`src/rtl/div_unit_if.sv`:
```
// Handshake and result bus between the execute stage and the iterative divider.
// The pipeline side (master) issues operands and watches stall/ready; the
// divider (slave) returns the HI/LO results.
interface div_unit_if #(
  parameter int WIDTH = 32
);
  logic             start;
  logic             signed_div;
  logic             annul;
  logic [WIDTH-1:0] opa;
  logic [WIDTH-1:0] opb;
  logic             stall;
  logic             ready;
  logic [WIDTH-1:0] hi_out;
  logic [WIDTH-1:0] lo_out;

  modport master (
    output start, signed_div, annul, opa, opb,
    input  stall, ready, hi_out, lo_out
  );

  modport slave (
    input  start, signed_div, annul, opa, opb,
    output stall, ready, hi_out, lo_out
  );
endinterface

```
`src/rtl/div_unit.sv`:
```
// Iterative restoring divider for DIV/DIVU. Works on operand magnitudes,
// retires one quotient bit per clock (MSB first) and fixes up the result
// signs when the last step lands, so a full divide takes 32 BUSY cycles
// followed by a single DONE cycle carrying the ready pulse.
module div_unit #(
  parameter int WIDTH = 32
) (
  input  logic       clk,
  input  logic       rst,
  div_unit_if.slave  bus
);

  typedef enum logic [1:0] {
    IDLE = 2'd0,
    BUSY = 2'd1,
    DONE = 2'd2
  } state_t;

  localparam logic [5:0] LAST_STEP = 6'(WIDTH - 1);

  state_t           stateR;
  logic [5:0]       cntR;
  logic             signedR;
  logic             signAR;
  logic             signBR;
  logic [WIDTH-1:0] quoR;     // dividend magnitude shifts out, quotient bits shift in
  logic [WIDTH-1:0] divR;     // divisor magnitude
  logic [WIDTH-1:0] remR;     // partial remainder
  logic             readyR;
  logic [WIDTH-1:0] hiR;
  logic [WIDTH-1:0] loR;

  logic [WIDTH-1:0] absAS;
  logic [WIDTH-1:0] absBS;
  logic [WIDTH:0]   remShiftS;
  logic [WIDTH:0]   trialS;
  logic             qBitS;
  logic [WIDTH-1:0] remNextS;
  logic [WIDTH-1:0] quoNextS;
  logic [WIDTH-1:0] quoFinalS;
  logic [WIDTH-1:0] remFinalS;
  logic             acceptS;

  // Operand magnitudes; unsigned divides pass the raw bits straight through.
  always_comb begin
    absAS = bus.opa;
    absBS = bus.opb;
    if (bus.signed_div && bus.opa[WIDTH-1]) begin
      absAS = -bus.opa;
    end else begin
      absAS = bus.opa;
    end
    if (bus.signed_div && bus.opb[WIDTH-1]) begin
      absBS = -bus.opb;
    end else begin
      absBS = bus.opb;
    end
  end

  // One restoring step: try subtracting the divisor from the shifted remainder,
  // keep the difference only when it did not go negative.
  always_comb begin
    remShiftS = {remR, quoR[WIDTH-1]};
    trialS    = remShiftS - {1'b0, divR};
    qBitS     = ~trialS[WIDTH];
    if (qBitS) begin
      remNextS = trialS[WIDTH-1:0];
    end else begin
      remNextS = remShiftS[WIDTH-1:0];
    end
    quoNextS = {quoR[WIDTH-2:0], qBitS};
  end

  // Sign fix-up of the final step: quotient negated on differing signs,
  // remainder follows the dividend. MIN/-1 wraps back to MIN naturally.
  always_comb begin
    quoFinalS = quoNextS;
    remFinalS = remNextS;
    if (signedR && (signAR ^ signBR)) begin
      quoFinalS = -quoNextS;
    end else begin
      quoFinalS = quoNextS;
    end
    if (signedR && signAR) begin
      remFinalS = -remNextS;
    end else begin
      remFinalS = remNextS;
    end
  end

  assign acceptS    = (stateR == IDLE) && bus.start && !bus.annul;
  assign bus.stall  = acceptS || (stateR == BUSY);
  assign bus.ready  = readyR && !bus.annul;
  assign bus.hi_out = hiR;
  assign bus.lo_out = loR;

  // Control FSM, iteration datapath and result registers.
  always_ff @(posedge clk or negedge rst) begin
    if (!rst) begin
      stateR  <= IDLE;
      cntR    <= 6'd0;
      signedR <= 1'b0;
      signAR  <= 1'b0;
      signBR  <= 1'b0;
      quoR    <= {WIDTH{1'b0}};
      divR    <= {WIDTH{1'b0}};
      remR    <= {WIDTH{1'b0}};
      readyR  <= 1'b0;
      hiR     <= {WIDTH{1'b0}};
      loR     <= {WIDTH{1'b0}};
    end else begin
      case (stateR)
        IDLE: begin
          readyR <= 1'b0;
          if (acceptS) begin
            signedR <= bus.signed_div;
            signAR  <= bus.opa[WIDTH-1];
            signBR  <= bus.opb[WIDTH-1];
            quoR    <= absAS;
            divR    <= absBS;
            remR    <= {WIDTH{1'b0}};
            cntR    <= 6'd0;
            if (bus.opb == {WIDTH{1'b0}}) begin
              // Divide by zero: architected result without iterating.
              loR    <= {WIDTH{1'b1}};
              hiR    <= bus.opa;
              readyR <= 1'b1;
              stateR <= DONE;
            end else begin
              stateR <= BUSY;
            end
          end else begin
            stateR <= IDLE;
          end
        end
        BUSY: begin
          if (bus.annul) begin
            stateR <= IDLE;
            readyR <= 1'b0;
          end else begin
            quoR <= quoNextS;
            remR <= remNextS;
            cntR <= cntR + 6'd1;
            if (cntR == LAST_STEP) begin
              loR    <= quoFinalS;
              hiR    <= remFinalS;
              readyR <= 1'b1;
              stateR <= DONE;
            end else begin
              readyR <= 1'b0;
              stateR <= BUSY;
            end
          end
        end
        DONE: begin
          readyR <= 1'b0;
          stateR <= IDLE;
        end
        default: begin
          readyR <= 1'b0;
          stateR <= IDLE;
        end
      endcase
    end
  end

endmodule

```
`src/flat_wrapper.sv`:
```
// flat-port wrapper written by rule: the top's interface ports become plain ports
module div_unit_flat 
#(
  parameter int WIDTH = 32
)
  (clk, rst, bus_start, bus_signed_div, bus_annul, bus_opa, bus_opb, bus_stall, bus_ready, bus_hi_out, bus_lo_out);
  div_unit_if #(.WIDTH(WIDTH)) bus_i ();
  input  logic clk;
  input  logic rst;
  input wire logic [$bits(bus_i.start)-1:0] bus_start;
  input wire logic [$bits(bus_i.signed_div)-1:0] bus_signed_div;
  input wire logic [$bits(bus_i.annul)-1:0] bus_annul;
  input wire logic [$bits(bus_i.opa)-1:0] bus_opa;
  input wire logic [$bits(bus_i.opb)-1:0] bus_opb;
  output wire logic [$bits(bus_i.stall)-1:0] bus_stall;
  output wire logic [$bits(bus_i.ready)-1:0] bus_ready;
  output wire logic [$bits(bus_i.hi_out)-1:0] bus_hi_out;
  output wire logic [$bits(bus_i.lo_out)-1:0] bus_lo_out;
  assign bus_i.start = bus_start;
  assign bus_i.signed_div = bus_signed_div;
  assign bus_i.annul = bus_annul;
  assign bus_i.opa = bus_opa;
  assign bus_i.opb = bus_opb;
  assign bus_stall = bus_i.stall;
  assign bus_ready = bus_i.ready;
  assign bus_hi_out = bus_i.hi_out;
  assign bus_lo_out = bus_i.lo_out;
  div_unit #(.WIDTH(WIDTH)) u_core (.clk(clk), .rst(rst), .bus(bus_i));
endmodule
```
`config.mk`:
```
export PLATFORM = sky130hd
export DESIGN_NAME = div_unit_flat
export DESIGN_NICKNAME = d
export VERILOG_FILES = /design/src/rtl/div_unit_if.sv /design/src/rtl/div_unit.sv /design/src/flat_wrapper.sv
export SDC_FILE = /design/constraint.sdc
export NUM_CORES = 1
export LEC_CHECK = 0
export ABC_AREA = 1
export CAP_MARGIN = 10
export CORE_MARGIN = 8
export CORE_UTILIZATION = 63
export CTS_CLUSTER_DIAMETER = 60
export DETAILED_ROUTE_END_ITERATION = 16
export GPL_TIMING_DRIVEN = 0
export PLACE_DENSITY = 0.87
export SLEW_MARGIN = 30
export SYNTH_ARGS = -nofsm -noshare
export SYNTH_HDL_FRONTEND = slang
export SYNTH_SLANG_ARGS = --single-unit
```
`constraint.sdc`:
```
create_clock -name clk -period 8.45 [get_ports clk]
set_clock_uncertainty 0.2 [all_clocks]
set_input_delay 1.69 -clock clk [delete_from_list [all_inputs] [get_ports clk]]
set_output_delay 1.69 -clock clk [all_outputs]
set_load 0.03 [all_outputs]
```
* Word-level counts from Yosys, hierarchy flattened
Cells that the tools add are included.
Storage, ports and cells: register bits 172, bits of input ports 69, output and inout port bits 66, logic and storage cells 74
Operators by class: add/subtract/negate cells 6, equal/unequal tests 6, multiplexer cells 34, bitwise gates (word level) 2, reduce and logical (&&, ||, !) cells 15
Operators with widths (number):
- $mux 32 | 17
- $pmux 32 s2 | 4
- $neg 32->32 | 4
- $sub 33x32->33 | 1
- $logic_not 32->1 | 1
- $mux 6 | 2
- $pmux 6 s2 | 1
- $mux 2 | 4
- $logic_and 1x1->1 | 7
- $add 6x1->6 const B | 1
- $eq 6x5->1 const B | 1
- $ne 2x2->1 const B | 3
- $reduce_and 5->1 | 1
- $mux 1 | 4
- $pmux 2 s2 | 1
- $reduce_and 3->1 | 1
- $eq 2x1->1 const B | 1
- $logic_not 2->1 | 1
- $ne 2x1->1 const B | 1
- $pmux 1 s2 | 1
- $reduce_and 2->1 | 1
- $reduce_bool 2->1 | 1
- $logic_not 1->1 | 1
- $logic_or 1x1->1 | 1
- other kinds (2) | 2

* Depth between registers and ports, before layout
word-level depth 7, depth in mapped cells 31, gate-level depth less buffers 29

* Worst setup path after synthesis
No wires, ideal clock.
path type input to output, from in bus_start, to out bus_stall, data arrival time 2661 ps, data required time 6560 ps, slack 3899 ps, stages on the path 8, path buffers 2, cell sequence inv_1 -> nor2_1 -> inv_1 -> nor2_1 -> inv_1 -> clkbuf_1 -> clkbuf_1 -> nand2_1
Between the ends: word-level cells in the longest chain between the ends 3
RTL lines:
- start, declared | line flat_wrapper.sv:10 | input wire logic [$bits(bus_i.start)-1:0] bus_start;
- $logic_and 1x1->1 (2 in series) | line div_unit.sv:91 | assign acceptS = (stateR == IDLE) && bus.start && !bus.annul;
- $logic_or 1x1->1 | line div_unit.sv:92 | assign bus.stall = acceptS || (stateR == BUSY);
- end, declared | line flat_wrapper.sv:15 | output wire logic [$bits(bus_i.stall)-1:0] bus_stall;
Every way passes these cells.

* Worst setup path in the final report
from in bus_annul, to out bus_stall
Between the ends: word-level cells in the longest chain between the ends 3
RTL lines:
- start, declared | line flat_wrapper.sv:12 | input wire logic [$bits(bus_i.annul)-1:0] bus_annul;
- $logic_not 1->1 | line div_unit.sv:91
- $logic_and 1x1->1 | line div_unit.sv:91
- $logic_or 1x1->1 | line div_unit.sv:92
Every way passes these cells.

==> flow_metrics.py <==
metrics = {
    "cts": {
        "cts_max_level": 4,
        "cts_hold_buf": 0,
        "clk_pin_slew_ns": 0.07,
        "insertion_delay_ns": 0.44,
        "cts_tree": "built",
        "cts-root-buf": "clkbuf_16",
        "clock_sinks": 171,
        "cts_resized": 0,
        "post_cts_buffers": 0,
        "cts_made_buffers": 17,
        "cts.path.max_buffers": 2,
    },
    "grt": {
        "grt_pass1_vias": 14386,
        "grt_max_degree": 73,
        "antenna_found_initial": 0,
        "grt_overflow_total": 0,
        "grt_first_pass_wirelength_um": 75900,
        "track_usage": 0.369,
    },
    "logic_synthesis": {
        "syn_nets": 2147,
        "ys_seq_area_frac": 0.323,
        "synth.distinct_cells": 59,
        "synth_top_area_cell": "dfrtp_1",
        "synth_area_per_cell_um2": 6.49,
        "yosys_warnings": 0,
        "synth-seq-cells": 171,
        "synth_area_um2": 13200,
        "synth_top_cells_by_area": "dfrtp_1, nand2_1, inv_1, nor2_1, nand3_1",
        "synthCells": 2040,
        "synth_top_area_share": 0.323,
    },
    "sta": {
        "min_period_ns": 5.95,
        "slew_headroom": 0.288,
        "rsz0062_at_grt": "no",
        "finalCritPeriodShare": 0.704,
        "setup_violations": 0,
        "worst_slack_ns": 2.50,
        "hold_violations": 0,
        "max_slew.worst_pin.slew_ns": 1.07,
        "final_max_slew_viol_count": 0,
        "fmax_ghz": 0.168,
    },
    "worst_setup_path": {
        "cp.depth": 9,
        "r2r_start": "u_core.divR[0]$_DFFE_PN0P_",
        "cp-end-kind": "output port",
        "reg2reg_to": "u_core.bus.lo_out[30]$_DFFE_PN0P_",
        "r2r_setup_slack_ns": 2.74,
        "rr_worst_depth": 30,
        "cpPeakStageDelay_ns": 0.62,
        "cp_cell_sequence": "clkdlybuf4s50_1, nor2_1, inv_1, nor2_1, inv_1, clkbuf_1, clkbuf_1, nand2_1, clkdlybuf4s50_1",
        "arrival_ns": 4.06,
        "critPathCapture": "bus_stall",
        "cp_num_buf_inv": 6,
        "cp_top_family": "buffers and inverters",
        "crit_path_max_fanout": 10,
        "cpMaxStageDelayCell": "clkdlybuf4s50_1",
        "worstSetupStartpoint": "bus_annul",
        "setup.worst_path.start_class": "input pin",
        "worstSetupPathType": "input pin to output port",
        "required_ns": 6.56,
    },
    "floorplanning": {
        "start_util": 0.636,
        "dieArea_um2": 25900,
        "die_h_um": 161,
        "core-area_um2": 20800,
        "ios": 135,
        "num_rows": 53,
        "die_x_um": 161,
    },
    "finish": {
        "finalCoreUtilization": 0.747,
        "areaGrowthSynthToFinish_pct": 17.5,
        "final_common_cell": "nand2_1",
        "final_nets": 2302,
        "diodes": 0,
        "multi_input_area_um2": 7600,
        "drive_above_1_share": 0.0498,
        "regArea_um2": 4280,
        "num-fill-cells": 1691,
        "final_cell_mix": "nand2_1, inv_1, nor2_1",
    },
    "place": {
        "io_buffers": 134,
        "pre_cts_slack_ns": 2.55,
        "gp_congestion": 1.01,
        "hpwl_um": 38900,
    },
    "routing": {
        "first_iter_violations": 1937,
        "drc": 0,
        "vias": 15099,
        "drt-vias-per-instance": 6.08,
        "dr.pass1.iters": 6,
        "wirelength_um": 48700,
        "wl_per_cell_um": 19.6,
        "drtAntennaViolNets": 0,
    },
    "pwr": {
        "powerDensity_nw_per_um2": 345,
        "peakVddDrop_mv": 0.187,
        "finalPower_uw": 5380,
        "p_leak_uw": 0.00769,
    },
    "worst_hold_path": {
        "min_path_type": "flip-flop to flip-flop",
    },
    "job": {
        "drv_cap": 0,
    },
    "outcome": {
        "status": "finished, final reports clean",
    },
}
-- power breakdown --
| group | switching, uW | leakage [uW] | internal (uW) |
|---|---|---|---|
| logic | 2390 | 0.00527 | 1080 |
| clock network | 369 | 0.000274 | 416 |
| registers | 149 | 0.00214 | 975 |
-- final cells by class --
type / instances / area share
inverters: 283 / 0.0683
repair buffers: 136 / 0.0900
well taps: 275 / 0.0221
plain buffers: 67 / 0.0196
flip-flops and latches: 171 / 0.275
multi-input cells: 1519 / 0.488
clock buffers: 20 / 0.0281
clock inverters: 12 / 0.00868
-- worst register-to-register path, delay by kind of cell, from the launching register on --
kind | cells | cell delay (ns)
AO/OA/AOI/OAI | 3 | 0.45
XOR/XNOR | 1 | 0.16
adder cells (fa/ha/maj) | 3 | 0.93
buffers and inverters | 4 | 0.58
flip-flops | 1 | 0.48
AND/OR/NAND/NOR | 19 | 2.80
-- per-stage QoR --
| stage | setup TNS, ns | hold slack, ns | cells | instance area [um2] |
|---|---|---|---|---|
| 4_1_cts | 0 | 0.285 | 2483 | 15600 |
| 5_1_grt | 0 | 0.297 | 2483 | 15600 |
| 6_report | 0 | 0.283 | 2483 | 15600 |
| 3_3_place_gp | -237.82 | 0.266 | 2449 | 14900 |
| 3_5_place_dp | 0 | 0.265 | 2451 | 15000 |
| 2_1_floorplan | 0 | 0.253 | 2040 | 13200 |
-- synth_stat cells, drive strengths merged --
library cell	count
a22oi	2
nor3	43
xor2	33
nand3b	5
nor4	8
o41ai	2
a211oi	1
nand4	27
nand2	611
or2	4
fa	1
inv	280
nor3b	1
or4	1
o21ai	132
o311ai	4
o21a	2
a21o	1
clkinv	3
dfrtp	171
a31oi	25
o211ai	18
o31ai	3
o22ai	44
and2	3
a21oi	90
ha	37
nand3	149
nor2	239
buf	17
clkbuf	50
a221oi	1
xnor2	23
o21bai	3
a41oi	1
o221ai	5
-- registers in the layout, indices dropped and copies added, names as in the netlist --
| register | flops |
|---|---|
| u_core.divR | 32 |
| u_core.readyR | 1 |
| u_core.bus.hi_out | 32 |
| u_core.signAR | 1 |
| u_core.signedR | 1 |
| u_core.remR | 32 |
| u_core.cntR | 6 |
| u_core.quoR | 32 |
| u_core.signBR | 1 |
| u_core.stateR | 1 |
| u_core.bus.lo_out | 32 |
-- logic make-up after synthesis --
group                    synth area share
XOR/XNOR                           0.0370
AND/OR/NAND/NOR                     0.353
buffers and inverters               0.103
flip-flops                          0.323
AO/OA/AOI/OAI                       0.147
adder cells (fa/ha/maj)            0.0365
-- routing by layer --
| metal | wire length [um] | vias to the layer above | track usage |
|---|---|---|---|
| li1 | - | 6939 | - |
| met1 | 19400 | 6892 | 0.487 |
| met2 | 20700 | 1065 | 0.543 |
| met3 | 6400 | 203 | 0.116 |
| met4 | 2130 | 0 | 0.171 |
| met5 | 0 | - | 0 |
-- worst min-delay path by stage --
| stage | from | slack (ns) | end | cells past startpoint |
|---|---|---|---|---|
| floorplan | u_core.divR[10]$_DFFE_PN0P_ | 0.25 | u_core.divR[10]$_DFFE_PN0P_ | 2 |
| global placement | u_core.bus.lo_out[9]$_DFFE_PN0P_ | 0.27 | u_core.bus.lo_out[9]$_DFFE_PN0P_ | 2 |
| detailed placement | u_core.bus.lo_out[27]$_DFFE_PN0P_ | 0.27 | u_core.bus.lo_out[27]$_DFFE_PN0P_ | 2 |
| CTS | u_core.bus.lo_out[9]$_DFFE_PN0P_ | 0.28 | u_core.bus.lo_out[9]$_DFFE_PN0P_ | 2 |
| global route | u_core.bus.lo_out[27]$_DFFE_PN0P_ | 0.30 | u_core.bus.lo_out[27]$_DFFE_PN0P_ | 2 |
| finish | u_core.bus.lo_out[9]$_DFFE_PN0P_ | 0.28 | u_core.bus.lo_out[9]$_DFFE_PN0P_ | 2 |
(Power assumes the default switching activity.)
==> edit (config.mk and constraints unchanged) <==
Re-encode `state_t` (3 states) as one-hot, 3 bits wide.
--- a/src/rtl/div_unit.sv
+++ b/src/rtl/div_unit.sv
@@ -11,8 +11,8 @@
 );
 
-  typedef enum logic [1:0] {
-    IDLE = 2'd0,
-    BUSY = 2'd1,
-    DONE = 2'd2
+  typedef enum logic [2:0] {
+    IDLE = 3'b001,
+    BUSY = 3'b010,
+    DONE = 3'b100
   } state_t;
 
Check against the original RTL: same outputs for any inputs over 4 cycles, from zero or initial values and one cycle with rst low; so few cycles prove little.
==> edit against the unedited design <==
  * Routed wire length increased by 3.1%
  * Register-to-register slack better by 0.04 ns
  * Via count grew 1.6%
  * Sequential share of layout area barely moved
  * Setup slack got worse by 0.015 ns
  * Critical path type unchanged
  * Cell area grew 0.63%
  * Critical endpoint unchanged
  * Sequential cell count increased by 1
  * Synthesized area rose by 0.61%
  * Global-route usage up 1.2 points
  * First-iteration DRC count rose by 22%
Power is not compared: it rests on default switching activity, and its combinational part moved more than twofold at a synthesized area within 25%.
==> edit: results (changes against the unedited design) <==
max layer used met5 (was met4); Post-Synth Adder-Cell Area 3.625% (was 3.647%); Distinct cells, synth 57 (was 59); met3 global-route usage 12.57% (was 11.58%); Design Power ~3.8 mW; register area share after synthesis 32.32% (about the same); CP peak stage delay 0.60 ns (was 0.62 ns); area post-placement 15080 sq um (was 14990 sq um); met1 usage 50.24% (was 48.72%); # nets final 2310 (was 2302); initial antenna violation count 2 (was 0); Synth Area in XOR/XNOR 3.550% (was 3.704%); DRT iter0 DRCs 2359 (was 1937); Worst Tran Pin Value 1.021 ns (was 1.068 ns); syn_nets 2155 (was 2147); outcome finished, final reports clean (unchanged); Final HPWL DP 39360 um (was 38900 um); first-pass GRT wire length 77960 um (was 75920 um); wire length per cell 20.14 um (was 19.60 um); global placement routability congestion 1.050 (was 1.012); Post-synth top cells nand2_1 (616), inv_1 (279), nor2_1 (194) (was nand2_1 (586), inv_1 (275), nor2_1 (227)); WL met3 7124 um (was 6402 um); pin count of the biggest net entering global routing 75 (was 73); gr usage total 38.05% (was 36.86%); met2 wire len 21610 um (was 20720 um)
-- edit: kinds of logic after synthesis --
kind of cell,after synthesis
xor+xnor,54
flops,172
compound gates,321
fa+ha+maj,38
simple gates,1117
buf+inv,346
-- edit: through the flow --
stage                     std cells  util [%]
after floorplan                2048         -
after global placement         2457     71.85
after detailed placement       2459     72.17
after CTS                      2491     74.97
after global routing           2491     74.97
final                          2491     74.97
-- edit: area by class of cell --
cell class / count / area, sq um / area share [%]
Multi-Input combinational cell: 1530 / 7676 / 49.01
Sequential cell: 172 / 4305 / 27.49
Timing Repair Buffer: 136 / 1401 / 8.948
Inverter: 285 / 1070 / 6.831
Clock buffer: 19 / 442.9 / 2.828
Tap cell: 275 / 344.1 / 2.197
Buffer: 61 / 279.0 / 1.782
Clock inverter: 13 / 142.6 / 0.9108
-- edit: worst min-delay path: cells and delay by family, from the launching register on --
family / cells / cell delay, ns
DFF: 1 / 0.34
AOI/OAI and AO/OA: 1 / 0.06
and+or+nand+nor: 1 / 0.05
-- edit: path summary, 6_finish.rpt --
path                                              startpoint                                 to  slack, ns  cells past startpoint
max in group asynchronous                                rst         u_core.stateR[0]$_DFF_PN1_       6.38                      2
min in group asynchronous                                rst        u_core.remR[30]$_DFFE_PN0P_       0.93                      1
hold / removal             u_core.bus.lo_out[10]$_DFFE_PN0P_  u_core.bus.lo_out[10]$_DFFE_PN0P_       0.29                      2
setup reg to reg                  u_core.divR[0]$_DFFE_PN0P_  u_core.bus.lo_out[30]$_DFFE_PN0P_       2.78                     29
hold reg to reg            u_core.bus.lo_out[10]$_DFFE_PN0P_  u_core.bus.lo_out[10]$_DFFE_PN0P_       0.29                      2
setup / recovery                                   bus_annul                          bus_stall       2.48                      7
